--- config.mk ---
export PLATFORM = sky130hd
export DESIGN_NAME = mux_stream_nx1_flat
export DESIGN_NICKNAME = d
export VERILOG_FILES = /design/src/rtl/mux_stream_nx1_if.sv /design/src/rtl/mux_stream_nx1.sv /design/src/flat_wrapper.sv
export SDC_FILE = /design/constraint.sdc
export NUM_CORES = 1
export LEC_CHECK = 0
export BUFFER_PORTS_ARGS = -buffer_cell sky130_fd_sc_hd__buf_4
export CAP_MARGIN = 20
export CORE_UTILIZATION = 35
export CTS_CLUSTER_DIAMETER = 100
export DETAILED_ROUTE_END_ITERATION = 7
export SLEW_MARGIN = 10
export SYNTH_ARGS = -nofsm -noshare
export SYNTH_HDL_FRONTEND = slang
export SYNTH_SLANG_ARGS = --single-unit
export TNS_END_PERCENT = 1
--- constraint.sdc ---
create_clock -name clk -period 6.1 [get_ports clk]
set_clock_uncertainty 0.05 [all_clocks]
set_input_delay 0.915 -clock clk [delete_from_list [all_inputs] [get_ports clk]]
set_output_delay 0.915 -clock clk [all_outputs]
set_load 0.005 [all_outputs]
--- src/rtl/mux_stream_nx1_if.sv ---
// Stream bundle between N producers, the multiplexer and one consumer.
//
// Handshake: a word moves across a channel on a rising edge where that
// channel's valid and ready are both high. A producer may hold valid for
// any number of cycles without ready, and the word stays unconsumed until
// ready is seen. The multiplexer raises at most one in_ready bit per cycle.
// On the output side, out_valid marks a held word and the consumer takes it
// in any cycle where out_ready is high.
interface mux_stream_nx1_if #(
  parameter int N = 8,
  parameter int W = 8
);
  localparam int SW = $clog2(N);

  logic [N*W-1:0] in_data;
  logic [N-1:0]   in_valid;
  logic [N-1:0]   in_ready;
  logic [W-1:0]   out_data;
  logic [SW-1:0]  out_chan;
  logic           out_valid;
  logic           out_ready;

  // Multiplexer side.
  modport slave (
    input  in_data,
    input  in_valid,
    output in_ready,
    output out_data,
    output out_chan,
    output out_valid,
    input  out_ready
  );

  // Producer/consumer side.
  modport master (
    output in_data,
    output in_valid,
    input  in_ready,
    input  out_data,
    input  out_chan,
    input  out_valid,
    output out_ready
  );
endinterface

--- src/rtl/mux_stream_nx1.sv ---
// N-to-1 stream multiplexer with a registered output stage.
// mode = 0 forwards the channel named by sel; mode = 1 arbitrates round-robin
// among valid channels, starting the scan at rr_ptr.
module mux_stream_nx1 #(
  parameter  int N  = 8,
  parameter  int W  = 8,
  localparam int SW = $clog2(N)
) (
  input  logic          clk,
  input  logic          rst,
  input  logic          mode,
  input  logic [SW-1:0] sel,
  mux_stream_nx1_if.slave bus
);

  logic [SW-1:0] rr_ptr;
  logic [SW-1:0] gnt;
  logic          gnt_valid;
  logic          load_ok;
  logic          xfer;

  // The output register can accept a word when empty or when it drains now.
  assign load_ok = !bus.out_valid || bus.out_ready;

  // A transfer happens whenever a grant exists and the output can take it;
  // the granted channel is valid by construction of the grant.
  assign xfer = gnt_valid && load_ok && !rst;

  // Grant selection: fixed channel check, or rotating priority scan.
  always_comb begin
    int idx;
    gnt_valid = 1'b0;
    gnt       = '0;
    idx       = 0;
    if (!mode) begin
      // sel may exceed N-1 when N is not a power of two; that is no grant.
      if (int'(sel) < N) begin
        if (bus.in_valid[sel]) begin
          gnt_valid = 1'b1;
          gnt       = sel;
        end
      end
    end else begin
      for (int i = 0; i < N; i++) begin
        idx = int'(rr_ptr) + i;
        if (idx >= N) idx = idx - N;
        if (!gnt_valid && bus.in_valid[idx]) begin
          gnt_valid = 1'b1;
          gnt       = SW'(idx);
        end
      end
    end
  end

  // Ready goes only to the granted channel, and only if the word can land.
  always_comb begin
    bus.in_ready = '0;
    if (xfer) bus.in_ready = N'(1) << gnt;
  end

  // Output register and round-robin pointer.
  always_ff @(posedge clk) begin
    if (rst) begin
      bus.out_valid <= 1'b0;
      bus.out_data  <= '0;
      bus.out_chan  <= '0;
      rr_ptr        <= '0;
    end else begin
      if (xfer) begin
        bus.out_data  <= bus.in_data[gnt*W +: W];
        bus.out_chan  <= gnt;
        bus.out_valid <= 1'b1;
        // Pointer moves past the winner so it has lowest priority next time.
        if (mode) rr_ptr <= (gnt == SW'(N - 1)) ? '0 : gnt + 1'b1;
      end else if (bus.out_valid && bus.out_ready) begin
        // Drain with nothing to replace it; data and channel are left as is.
        bus.out_valid <= 1'b0;
      end
    end
  end

endmodule

--- src/flat_wrapper.sv ---
// flat-port wrapper written by rule: the top's interface ports become plain ports
module mux_stream_nx1_flat 
#(
  parameter  int N  = 8,
  parameter  int W  = 8,
  localparam int SW = $clog2(N)
)
  (clk, rst, mode, sel, bus_in_data, bus_in_valid, bus_in_ready, bus_out_data, bus_out_chan, bus_out_valid, bus_out_ready);
  mux_stream_nx1_if #(.N(N), .W(W)) bus_i ();
  input  logic clk;
  input  logic rst;
  input  logic mode;
  input  logic [SW-1:0] sel;
  input wire logic [$bits(bus_i.in_data)-1:0] bus_in_data;
  input wire logic [$bits(bus_i.in_valid)-1:0] bus_in_valid;
  output wire logic [$bits(bus_i.in_ready)-1:0] bus_in_ready;
  output wire logic [$bits(bus_i.out_data)-1:0] bus_out_data;
  output wire logic [$bits(bus_i.out_chan)-1:0] bus_out_chan;
  output wire logic [$bits(bus_i.out_valid)-1:0] bus_out_valid;
  input wire logic [$bits(bus_i.out_ready)-1:0] bus_out_ready;
  assign bus_i.in_data = bus_in_data;
  assign bus_i.in_valid = bus_in_valid;
  assign bus_in_ready = bus_i.in_ready;
  assign bus_out_data = bus_i.out_data;
  assign bus_out_chan = bus_i.out_chan;
  assign bus_out_valid = bus_i.out_valid;
  assign bus_i.out_ready = bus_out_ready;
  mux_stream_nx1 #(.N(N), .W(W)) u_core (.clk(clk), .rst(rst), .mode(mode), .sel(sel), .bus(bus_i));
endmodule
==> results of run 1 <==
[cell type report]
class	count	area, sq um	share of cell area [%]
flip-flops and latches	15	300	10.1
well taps	75	93.8	3.16
clock inverters	1	5.00	0.168
repair buffers	104	781	26.3
inverters	9	33.8	1.14
clock buffers	3	41.3	1.39
multi-input cells	199	1720	57.8
[how the worst max path moves through the flow]
stage                                             start         endpoint
after floorplan           u_core.rr_ptr[1]$_SDFFE_PP0P_  bus_in_ready[3]
after global placement    u_core.rr_ptr[0]$_SDFFE_PP0P_  bus_in_ready[0]
after detailed placement  u_core.rr_ptr[0]$_SDFFE_PP0P_  bus_in_ready[3]
after CTS                 u_core.rr_ptr[0]$_SDFFE_PP0P_  bus_in_ready[3]
after global routing      u_core.rr_ptr[0]$_SDFFE_PP0P_  bus_in_ready[3]
final                     u_core.rr_ptr[0]$_SDFFE_PP0P_  bus_in_ready[3]
[critical path, cell delays in order (launching register included)]
cell and delay (ns):
sky130_fd_sc_hd__dfxtp_1 0.34, sky130_fd_sc_hd__inv_2 0.08, sky130_fd_sc_hd__ha_1 0.61, sky130_fd_sc_hd__mux4_2 0.65
sky130_fd_sc_hd__nor4_4 0.32, sky130_fd_sc_hd__nand4b_1 0.28, sky130_fd_sc_hd__o21ai_0 0.31, sky130_fd_sc_hd__a21oi_1 0.11
sky130_fd_sc_hd__buf_4 0.20, sky130_fd_sc_hd__o21ai_1 0.48, sky130_fd_sc_hd__nor2_1 0.10, sky130_fd_sc_hd__buf_4 0.17
[power by group]
part / switching (mW) / total (mW) / internal (mW)
sequential: 0.00734 / 0.115 / 0.107
clock: 0.0359 / 0.0811 / 0.0452
combinational: 0.163 / 0.322 / 0.159
total: 0.207 / 0.518 / 0.311
[per-stage QoR]
stage	cell area, sq um	std cells	util (%)	hold WS [ns]	setup slack, ns
finish	2970	406	50.2	0.429	1.22
global route	2970	406	50.2	0.475	0.859
CTS	2970	406	50.2	0.432	1.21
detailed placement	2930	402	49.4	0.417	1.51
global placement	2930	402	49.4	0.420	1.54
floorplan	2140	243	-	0.417	1.60
[metal layers]
metal  vias up  wire (um)  GRT usage (%)
li1       1104          -              -
met1      1068       2710           25.4
met2        84       3400           36.9
met3         8        398           3.18
met4         0        111           6.25
met5         -          0              0
[state kept, by name (all words and copies together), names as in the netlist]
register / cells
u_core.bus.out_chan: 3
u_core.bus.out_data: 8
u_core.bus.out_valid: 1
u_core.rr_ptr: 3
[layout by cell type (no fill, tap or decap), drive strengths merged, types with 2 or more instances in the layout]
| cell | netlist | final |
|---|---|---|
| nor2 | 35 | 35 |
| nor2b | 2 | 2 |
| nor4 | 2 | 2 |
| nand3 | 5 | 5 |
| dfxtp | 15 | 15 |
| mux2i | 25 | 25 |
| o311a | 2 | 2 |
| ha | 3 | 3 |
| nor3 | 7 | 7 |
| a21oi | 16 | 16 |
| buf | 15 | 104 |
| xnor2 | 2 | 2 |
| a31oi | 9 | 9 |
| nand2 | 17 | 17 |
| o21ai | 14 | 14 |
| nor3b | 2 | 2 |
| o22a | 9 | 9 |
| inv | 9 | 9 |
| clkbuf | 5 | 3 |
| nand2b | 5 | 5 |
| a211oi | 2 | 2 |
| xor2 | 2 | 2 |
| mux4 | 21 | 21 |
| o31ai | 3 | 3 |
[kinds of logic after synthesis]
| kind of cell | after synthesis | share of synthesized area [%] |
|---|---|---|
| flops | 15 | 14.0 |
| buf+inv | 29 | 7.06 |
| xor+xnor | 4 | 1.63 |
| simple gates | 78 | 17.4 |
| mux | 47 | 35.6 |
| fa+ha+maj | 3 | 1.75 |
| compound gates | 67 | 22.5 |
==> results_tabular.tex, run 1 <==
\begin{tabular}{lr}
\hline
Metric & Value \\
\hline
\multicolumn{2}{l}{\textbf{Floorplan}} \\
Die span in x & 80.3 um \\
Placeable core region & 0.00592 sq mm \\
Top Ports & just under 100 \\
Die Span Y & 80.3 um \\
Total Die Area & 0.00644 sq mm \\
Starting density of the core & between 30\% and 40\% \\
Cell row count & 28 \\
\multicolumn{2}{l}{\textbf{Power}} \\
Total power per unit cell area & 174 mW/mm\^{}2 \\
Leak Pwr & 1.24 nW \\
Total power after layout & between 0.5 and 0.6 mW \\
Peak ir drop on the vdd network & 0.0856 mV \\
\multicolumn{2}{l}{\textbf{STA}} \\
Final max-slew violation count & 0 \\
Setup Total Neg Slack & 0 ns \\
Period utilization & about four fifths \\
Minimum period implied by the final worst setup slack & 4.88 ns \\
RSZ-0062 raised after global routing & false \\
Pin slew with the least headroom to its limit & 0.863 ns \\
Final hold violations & 0 \\
Number of endpoints failing setup at the final stage & 0 \\
Worst rel slew slack & 42.1\% \\
Fmax & between 200 and 250 MHz \\
\multicolumn{2}{l}{\textbf{Logic synthesis}} \\
Most used DFF post-synth & sky130\_fd\_sc\_hd\_\_dfxtp\_1 \\
Largest area contributor in the netlist & sky130\_fd\_sc\_hd\_\_mux4\_2 \\
Area fraction of the dominant cell type after synthesis & 21.0\% \\
Number of nets produced by synthesis & $\sim$330 \\
Async set-reset flop share out of synthesis & 0\% \\
Post-Syn Area & $\sim$0.0021 sq mm \\
Number of flops mapped to enable cells by yosys & 0 \\
Top-count cell post-synth & sky130\_fd\_sc\_hd\_\_nor2\_1 \\
Synthesis warning total & 0 \\
Post-synth cell types & 50 \\
Largest cells by area after synthesis & sky130\_fd\_sc\_hd\_\_mux4\_2, sky130\_fd\_sc\_hd\_\_dfxtp\_1, sky130\_fd\_sc\_hd\_\_mux2i\_1 \\
Mean area per synthesized cell & 8.82 sq um \\
Synthesized netlist cell count & 243 \\
Ranking of synthesized cells by instance count & sky130\_fd\_sc\_hd\_\_nor2\_1, sky130\_fd\_sc\_hd\_\_mux2i\_1, sky130\_fd\_sc\_hd\_\_mux4\_2, sky130\_fd\_sc\_hd\_\_nand2\_1, sky130\_fd\_sc\_hd\_\_dfxtp\_1 \\
Register area share after synthesis & 14.0\% \\
Total of flip-flops plus latches after synthesis & 15 \\
\multicolumn{2}{l}{\textbf{CTS}} \\
Post-CTS repair timing setup buffer count & 0 \\
H-tree Lvls & 1 \\
Clock slew seen by the registers of the worst setup and hold paths & 0.07 ns \\
Count of instances resized after the clock tree is built & 0 \\
Clock root cell & sky130\_fd\_sc\_hd\_\_clkbuf\_8 \\
Maximum clock path buffer count & 2 \\
Number of buffers inserted for hold repair after clock tree synthesis & 0 \\
Clock latency at the later pin of the worst-skew pair & 0.24 ns \\
Num CTS Buffers & 3 \\
Clock tree from TritonCTS & built \\
Clock sink total & 15 \\
\multicolumn{2}{l}{\textbf{Status}} \\
Run status & finished clean \\
\multicolumn{2}{l}{\textbf{Route}} \\
Number of optimization iterations in the first detailed-route pass & 4 \\
Final ANT Viol Nets & 0 \\
Number of DRC violations after detailed routing & 0 \\
Routed wire length per instance & 16.3 um \\
Iteration-0 DRC Markers & approximately 110 \\
Via-per-instance ratio & 5.58 \\
Aggregate routed wire length & 6620 um \\
Total via count after detailed routing & 2264 \\
\multicolumn{2}{l}{\textbf{Global routing}} \\
Antenna violations before repair & 0 \\
Gr usage total & approximately a fifth \\
Pin count of the biggest net entering global routing & 31 \\
Global-route wire length before repair & around 10000 um \\
Via count of the first global-routing pass & 2184 \\
Total grt overflow & 0 \\
\multicolumn{2}{l}{\textbf{Worst setup path}} \\
Setup slack on the worst flop-to-flop path & between 1.5 and 2 ns \\
Type of the setup path with the least slack & reg2out \\
Data arrival time of the critical path & 3.92 ns \\
Setup crit end kind & primary output \\
Required time of the worst setup path & 5.13 ns \\
Worst R2R Start & u\_core.rr\_ptr[0]\$\_SDFFE\_PP0P\_ \\
Critical R2R Capture & u\_core.bus.out\_data[7]\$\_SDFFE\_PP0P\_ \\
Startpoint class of the critical path & flip-flop \\
Critical path fanouts, max & 18 \\
Length in cells of the worst reg-to-reg path & 12 \\
\multicolumn{2}{l}{\textbf{Hold path}} \\
Cell depth of the worst hold path & 2 \\
Source of the worst hold timing path & u\_core.bus.out\_chan[2]\$\_SDFFE\_PP0P\_ \\
End point of the worst hold path & u\_core.bus.out\_chan[2]\$\_SDFFE\_PP0P\_ \\
Tightest Hold Check Type & reg2reg \\
\multicolumn{2}{l}{\textbf{Finish}} \\
Count of antenna diodes in the layout & 0 \\
Fill count & 580 \\
Fraction of final layout cells sized beyond drive strength 1 & between 40\% and 50\% \\
Area Growth Syn to Fin & 38.7\% \\
Layout Nets & 414 \\
\multicolumn{2}{l}{\textbf{Placement}} \\
Final estimated routing congestion in global placement & 0.892 \\
Number of buffer cells added on primary ports & 98 \\
Half-perimeter wire length after detailed placement & 5340 um \\
\multicolumn{2}{l}{\textbf{Flow run}} \\
Max-cap violation count & 0 \\
\hline
\end{tabular}
No activity file was read; power rests on OpenSTA's default activity.
==> run 2, diff against run 1 <==
- PLACE_DENSITY: default -> 0.65
- clock period: 6.1 -> 4 ns (I/O delays scaled with it)
==> results_tabular.tex, run 2 (synthesis results as in run 1) <==
\begin{tabular}{lr}
\hline
Metric & Value \\
\hline
\multicolumn{2}{l}{\textbf{Power}} \\
Gate power share & 65.3\% (+3.1 points) \\
Leak Pwr & 1.35 nW (+8.5\%) \\
Sequential share of power & 20.1\% (-2.0 points) \\
Internal power & 0.526 mW (+69\%) \\
Clock share of power & 14.6\% (-1.1 points) \\
Proportion of total power due to net switching & 38.7\% (-1.2 points) \\
Peak ir drop on the vdd network & 0.144 mV (+68\%) \\
Total power per unit cell area & 269 mW/mm\^{}2 (+54\%) \\
Sw power & 0.333 mW (+61\%) \\
Total power after layout & 0.859 mW (+66\%) \\
\multicolumn{2}{l}{\textbf{Global routing}} \\
Gr usage total & 20.6\% (-0.081 points) \\
Total grt overflow & 0 (unchanged) \\
Via count of the first global-routing pass & 2227 (+2.0\%) \\
Pin count of the biggest net entering global routing & 21 (-32\%) \\
Antenna violations before repair & 0 (unchanged) \\
Global-route wire length before repair & 10400 um (+0.47\%) \\
\multicolumn{2}{l}{\textbf{Finish}} \\
Largest registers & u\_core.bus.out\_data (8), u\_core.bus.out\_chan (3), u\_core.rr\_ptr (3) \\
Leading cell type in the layout, fill and taps excluded & sky130\_fd\_sc\_hd\_\_buf\_4 \\
Fill count & 543 (-6.4\%) \\
Final instance area & 0.00320 sq mm (+7.6\%) \\
Largest register by flop count & u\_core.bus.out\_data \\
Fraction of final layout cells sized beyond drive strength 1 & 50.3\% (+6.5 points) \\
Utilization after layout & 54.0\% (+3.8 points) \\
Flip-flop count of the largest register after layout & 8 (unchanged) \\
Commonest cells after routing, fill and taps aside & sky130\_fd\_sc\_hd\_\_buf\_4, sky130\_fd\_sc\_hd\_\_nor2\_1, sky130\_fd\_sc\_hd\_\_mux4\_2 \\
Area Growth Syn to Fin & 49.3\% \\
Layout Nets & 431 (+4.1\%) \\
Count of antenna diodes in the layout & 0 (unchanged) \\
\multicolumn{2}{l}{\textbf{STA}} \\
Final hold violations & 0 (unchanged) \\
Period utilization & slightly below 100\% \\
Final max-slew violation count & 0 (unchanged) \\
Worst rel slew slack & 63.5\% (+21 points) \\
Setup Total Neg Slack & 0 ns (unchanged) \\
Number of endpoints failing setup at the final stage & 0 (unchanged) \\
Pin slew with the least headroom to its limit & 0.544 ns (-0.320 ns) \\
RSZ-0062 raised after global routing & true \\
Fmax & $\sim$260 MHz \\
Minimum period implied by the final worst setup slack & 3.90 ns \\
\multicolumn{2}{l}{\textbf{Worst setup path}} \\
Delay of the slowest cell on the worst path & 0.57 ns (-0.08 ns) \\
Critical path fanouts, max & 6 (-12) \\
Cell breakdown of the critical path & inv\_2 > ha\_4 > mux4\_2 > mux2i\_4 > nand2\_4 > o311a\_1 > o221a\_1 > a21oi\_4 > inv\_2 > ha\_1 > inv\_2 > nor2\_1 > buf\_4 \\
Setup crit end kind & primary output \\
Startpoint class of the critical path & flip-flop \\
Slowest stage cell, crit path & sky130\_fd\_sc\_hd\_\_mux4\_2 \\
Data arrival time of the critical path & 3.25 ns (-0.67 ns) \\
Required time of the worst setup path & 3.35 ns (-1.78 ns) \\
Worst path most repeated cell & sky130\_fd\_sc\_hd\_\_inv\_2 \\
Type of the setup path with the least slack & reg2out \\
\multicolumn{2}{l}{\textbf{Placement}} \\
Area of placed instances & 0.00299 sq mm (+2.2\%) \\
Number of buffer cells added on primary ports & 98 (unchanged) \\
Half-perimeter wire length after detailed placement & 5280 um (-1.2\%) \\
Final estimated routing congestion in global placement & 0.910 (+2.0\%) \\
\multicolumn{2}{l}{\textbf{CTS}} \\
Num CTS Buffers & 3 (unchanged) \\
H-tree Lvls & 1 (unchanged) \\
Maximum clock path buffer count & 2 (unchanged) \\
Clock slew seen by the registers of the worst setup and hold paths & 0.06 ns (about the same) \\
Clock tree from TritonCTS & built \\
Clock sink total & 15 (unchanged) \\
Clock latency at the later pin of the worst-skew pair & 0.25 ns (about the same) \\
Clock root cell & sky130\_fd\_sc\_hd\_\_clkbuf\_8 \\
Number of buffers inserted for hold repair after clock tree synthesis & 0 (unchanged) \\
\multicolumn{2}{l}{\textbf{Route}} \\
Via-per-instance ratio & 5.52 (-1.1\%) \\
Routed wire length per instance & 15.7 um (-4.0\%) \\
Final ANT Viol Nets & 0 (unchanged) \\
Number of DRC violations after detailed routing & 0 (unchanged) \\
Total via count after detailed routing & 2333 (+3.0\%) \\
Iteration-0 DRC Markers & 164 (+55\%) \\
Aggregate routed wire length & 6620 um (about the same) \\
Number of optimization iterations in the first detailed-route pass & 4 (unchanged) \\
\multicolumn{2}{l}{\textbf{Floorplan}} \\
Total Die Area & 0.00644 sq mm (unchanged) \\
Starting density of the core & 36.2\% (unchanged) \\
Placeable core region & 0.00592 sq mm (unchanged) \\
Top Ports & 99 (unchanged) \\
Cell row count & 28 (unchanged) \\
Die Span Y & 80.3 um (unchanged) \\
Die span in x & 80.3 um (unchanged) \\
\multicolumn{2}{l}{\textbf{Flow run}} \\
Max-cap violation count & 0 (unchanged) \\
\multicolumn{2}{l}{\textbf{Status}} \\
Run status & finished clean \\
\multicolumn{2}{l}{\textbf{Hold path}} \\
Tightest Hold Check Type & reg2reg \\
\hline
\end{tabular}
-- run 2: cell count changes in the layout (fill, tap and decap cells not counted), sizes merged --
cell,previous run,this run
buf,104,121
-- run 2: layer usage --
layer  GRT usage (%)  part of all wire (%)
met3            2.84                   7.6
met2            36.5                    51
met1            26.4                    41
met4            4.64                  0.73
met5               0                     0
-- run 2: power groups by stage --
stage / Clock, mW / Combinational (mW) / Sequential (mW)
finish: 0.126 / 0.561 / 0.172
global route: 0.137 / 0.607 / 0.174
CTS: 0.129 / 0.519 / 0.172
detailed placement: 0 / 0.507 / 0.175
global placement: 0 / 0.505 / 0.175
floorplan: 0 / 0.343 / 0.175
-- run 2: area by class of cell --
type / count / area [sq um] / share of cell area, %
Inverter: 9 / 33.8 / 1.06
Clock buffer: 3 / 41.3 / 1.29
Tap cell: 75 / 93.8 / 2.93
Timing Repair Buffer: 121 / 941 / 29.4
Clock inverter: 1 / 5.00 / 0.156
Multi-Input combinational cell: 199 / 1780 / 55.7
Sequential cell: 15 / 302 / 9.43
-- run 2: timing repair --
item | CTS | global route
pin swaps | 0 | 5
endpoints found under the setup margin | 8 | 8
cloned | 0 | 0
setup buffers | 1 | 9
gates resized for setup | 3 | 13
-- run 2: worst paths after layout --
path,from,cells after the start,to,slack (ns)
min reg2reg,u_core.bus.out_chan[2]$_SDFFE_PP0P_,2,u_core.bus.out_chan[2]$_SDFFE_PP0P_,0.43
min,u_core.bus.out_chan[2]$_SDFFE_PP0P_,2,u_core.bus.out_chan[2]$_SDFFE_PP0P_,0.43
max reg2reg,u_core.rr_ptr[0]$_SDFFE_PP0P_,12,u_core.bus.out_data[0]$_SDFFE_PP0P_,0.29
max,u_core.rr_ptr[0]$_SDFFE_PP0P_,13,bus_in_ready[3],0.10
-- run 2: through the flow --
stage	hold slack [ns]	cells	setup slack (ns)
finish	0.431	423	0.103
global route	0.446	423	-0.0222
CTS	0.432	414	0.00312
detailed placement	0.419	409	0.124
global placement	0.416	409	0.172
floorplan	0.417	243	0.00455
-- run 2: critical path, delay by kind of cell, from the launching register on --
| family | cells | cell delay (ns) |
|---|---|---|
| fa+ha+maj | 2 | 0.49 |
| mux | 2 | 0.79 |
| buf+inv | 4 | 0.38 |
| flops | 1 | 0.33 |
| simple gates | 2 | 0.15 |
| compound gates | 3 | 0.84 |
==> run 3, diff against run 2 <==
- CELL_PAD_IN_SITES_DETAIL_PLACEMENT: default -> 1
- CELL_PAD_IN_SITES_GLOBAL_PLACEMENT: default -> 1
- CORE_UTILIZATION: 35 -> 31
- PLACE_DENSITY: 0.65 -> default
- PLACE_DENSITY_LB_ADDON: default -> 0.1
==> results_tabular.tex, run 3 (synthesis results as in run 1) <==
\begin{tabular}{lr}
\hline
Metric & Value \\
\hline
\multicolumn{2}{l}{\textbf{Status}} \\
Run status & finished clean \\
\multicolumn{2}{l}{\textbf{Route}} \\
Aggregate routed wire length & 7920 um (+20\%) \\
Total via count after detailed routing & 2442 (+4.7\%) \\
Routed length on met1 & 3330 um (+23\%) \\
Number of DRC violations after detailed routing & 0 (unchanged) \\
Met2 routed WL & 4070 um (+21\%) \\
Number of optimization iterations in the first detailed-route pass & 4 (unchanged) \\
Highest signal layer in the routed design & met4 \\
Via-per-instance ratio & 5.67 (+2.7\%) \\
Iteration-0 DRC Markers & 136 (-17\%) \\
Routed wire length per instance & 18.4 um (+17\%) \\
Final ANT Viol Nets & 0 (unchanged) \\
Met3 Routed Length & 462 um (-7.6\%) \\
\multicolumn{2}{l}{\textbf{Worst setup path}} \\
Critical path fanouts, max & 5 (-1) \\
Setup crit end kind & primary output \\
Cell breakdown of the critical path & inv\_2 > ha\_4 > mux4\_2 > nor4\_4 > nand4b\_1 > buf\_4 > buf\_4 > o21ai\_2 > o221a\_1 > a21oi\_4 > inv\_2 > ha\_4 > inv\_2 > nor2\_1 > buf\_4 \\
Data arrival time of the critical path & 3.30 ns (+0.05 ns) \\
Required time of the worst setup path & 3.35 ns (about the same) \\
Setup slack on the worst flop-to-flop path & 0.15 ns (-0.14 ns) \\
Delay of the slowest cell on the worst path & 0.55 ns (-0.02 ns) \\
Bufs and invs on worst path & 6 (+2) \\
Slowest stage cell, crit path & sky130\_fd\_sc\_hd\_\_mux4\_2 \\
Crit-path leading delay family & buffers and inverters \\
Startpoint class of the critical path & flip-flop \\
Type of the setup path with the least slack & reg2out \\
\multicolumn{2}{l}{\textbf{Floorplan}} \\
Die Span Y & 85.2 um (+6.1\%) \\
Total Die Area & 0.00725 sq mm (+13\%) \\
Placeable core region & 0.00649 sq mm (+9.7\%) \\
Cell row count & 29 (+3.6\%) \\
Top Ports & 99 (unchanged) \\
Starting density of the core & 33.0\% (-3.2 points) \\
Die span in x & 85.2 um (+6.1\%) \\
\multicolumn{2}{l}{\textbf{Global routing}} \\
Pin count of the biggest net entering global routing & 33 (+57\%) \\
Via count of the first global-routing pass & 2498 (+12\%) \\
Total grt overflow & 0 (unchanged) \\
Gr usage total & 22.0\% (+1.4 points) \\
Global-route wire length before repair & 12700 um (+22\%) \\
Antenna violations before repair & 0 (unchanged) \\
\multicolumn{2}{l}{\textbf{STA}} \\
Worst rel slew slack & 60.8\% (-2.7 points) \\
Fmax & 253 MHz (-1.4\%) \\
Final hold violations & 0 (unchanged) \\
Period utilization & 98.8\% (+1.4 points) \\
Worst setup slack after layout & 0.0477 ns (-0.0551 ns) \\
Pin slew with the least headroom to its limit & 0.588 ns (+0.0441 ns) \\
Minimum period implied by the final worst setup slack & 3.95 ns (+0.0551 ns) \\
Worst hold slack after final layout & 0.440 ns (+0.00868 ns) \\
RSZ-0062 raised after global routing & true \\
Final max-slew violation count & 0 (unchanged) \\
Number of endpoints failing setup at the final stage & 0 (unchanged) \\
\multicolumn{2}{l}{\textbf{Finish}} \\
Final instance area & 0.00330 sq mm (+3.2\%) \\
Fraction of final layout cells sized beyond drive strength 1 & 53.4\% (+3.1 points) \\
Largest register by flop count & u\_core.bus.out\_data \\
Flip-flop count of the largest register after layout & 8 (unchanged) \\
Count of antenna diodes in the layout & 0 (unchanged) \\
Layout Nets & 437 (+1.4\%) \\
Area Growth Syn to Fin & 54.0\% \\
Fill count & 767 (+41\%) \\
Leading cell type in the layout, fill and taps excluded & sky130\_fd\_sc\_hd\_\_buf\_4 \\
Largest registers & u\_core.bus.out\_data (8), u\_core.bus.out\_chan (3), u\_core.rr\_ptr (3) \\
Commonest cells after routing, fill and taps aside & sky130\_fd\_sc\_hd\_\_buf\_4, sky130\_fd\_sc\_hd\_\_nor2\_1, sky130\_fd\_sc\_hd\_\_mux2i\_1 \\
\multicolumn{2}{l}{\textbf{CTS}} \\
Num CTS Buffers & 3 (unchanged) \\
Clock slew seen by the registers of the worst setup and hold paths & 0.06 ns (about the same) \\
Number of buffers inserted for hold repair after clock tree synthesis & 0 (unchanged) \\
Maximum clock path buffer count & 2 (unchanged) \\
Clock tree from TritonCTS & built \\
Clock sink total & 15 (unchanged) \\
H-tree Lvls & 1 (unchanged) \\
Clock root cell & sky130\_fd\_sc\_hd\_\_clkbuf\_8 \\
Clock latency at the later pin of the worst-skew pair & 0.25 ns (about the same) \\
\multicolumn{2}{l}{\textbf{Power}} \\
Total power after layout & 0.898 mW (+4.5\%) \\
Peak ir drop on the vdd network & 0.202 mV (+40\%) \\
Total power per unit cell area & 272 mW/mm\^{}2 (+1.3\%) \\
Leak Pwr & 1.39 nW (+3.4\%) \\
\multicolumn{2}{l}{\textbf{Placement}} \\
Area of placed instances & 0.00300 sq mm (+0.33\%) \\
Number of buffer cells added on primary ports & 98 (unchanged) \\
Final estimated routing congestion in global placement & 0.854 (-6.2\%) \\
Half-perimeter wire length after detailed placement & 6000 um (+14\%) \\
Worst setup slack after placement & 0.0976 ns (-0.0268 ns) \\
\multicolumn{2}{l}{\textbf{Hold path}} \\
Tightest Hold Check Type & reg2reg \\
\multicolumn{2}{l}{\textbf{Flow run}} \\
Max-cap violation count & 0 (unchanged) \\
\hline
\end{tabular}
[run 3: cell types whose count changed in the layout (fill, tap and decap cells not counted), sizes merged]
cell	delta
bufbuf	+1
buf	+5
[run 3: per-layer routing]
layer,GRT usage (%),vias to the layer above
li1,-,1149
met1,28.8,1201
met2,37.4,84
met3,4.96,8
met4,4.16,0
met5,0,-
[run 3: cell type report]
class | instances | area [sq um] | area share, %
multi-input cells | 199 | 1830 | 55.3
repair buffers | 127 | 995 | 30.1
flip-flops and latches | 15 | 303 | 9.17
well taps | 77 | 96.3 | 2.92
clock buffers | 3 | 41.3 | 1.25
inverters | 9 | 33.8 | 1.02
clock inverters | 1 | 5.00 | 0.152
[run 3: worst register-to-register path, cell delays in order (launching register included)]
cell	delay, ns
sky130_fd_sc_hd__dfxtp_2	0.33
sky130_fd_sc_hd__inv_2	0.05
sky130_fd_sc_hd__ha_4	0.30
sky130_fd_sc_hd__mux4_2	0.58
sky130_fd_sc_hd__mux2i_4	0.26
sky130_fd_sc_hd__nand2_4	0.12
sky130_fd_sc_hd__o311a_1	0.37
sky130_fd_sc_hd__o221a_1	0.29
sky130_fd_sc_hd__a21oi_4	0.21
sky130_fd_sc_hd__buf_12	0.15
sky130_fd_sc_hd__buf_4	0.23
sky130_fd_sc_hd__mux4_1	0.62
sky130_fd_sc_hd__o21ai_1	0.14
sky130_fd_sc_hd__a21oi_1	0.05
[run 3: report_power, final]
part           total [mW]  switching [mW]  internal, mW
clock network       0.127          0.0582        0.0691
logic               0.599           0.293         0.306
registers           0.171         0.00742         0.164
[run 3: worst paths after layout]
kind	startpoint	endpoint	depth (start not counted)
setup / recovery	u_core.rr_ptr[0]$_SDFFE_PP0P_	bus_in_ready[7]	15
hold / removal	u_core.bus.out_chan[2]$_SDFFE_PP0P_	u_core.bus.out_chan[2]$_SDFFE_PP0P_	2
setup reg to reg	u_core.rr_ptr[0]$_SDFFE_PP0P_	u_core.bus.out_data[0]$_SDFFE_PP0P_	13
hold reg to reg	u_core.bus.out_chan[2]$_SDFFE_PP0P_	u_core.bus.out_chan[2]$_SDFFE_PP0P_	2
[run 3: stage by stage]
step	instances	util, %	setup TNS, ns
2_1_floorplan	243	-	0
3_3_place_gp	412	46.2	0
3_5_place_dp	412	46.2	0
4_1_cts	423	48.5	0
5_1_grt	431	50.8	-0.648
6_report	431	50.8	0
[run 3: what timing repair did]
action | 4_1_cts | 5_1_grt
hold endpoints to repair | 0 | 0
cloned | 1 | 0
resized for setup | 3 | 23
pin swaps | 2 | 10
setup endpoints to repair | 8 | 10
setup buffers | 6 | 8
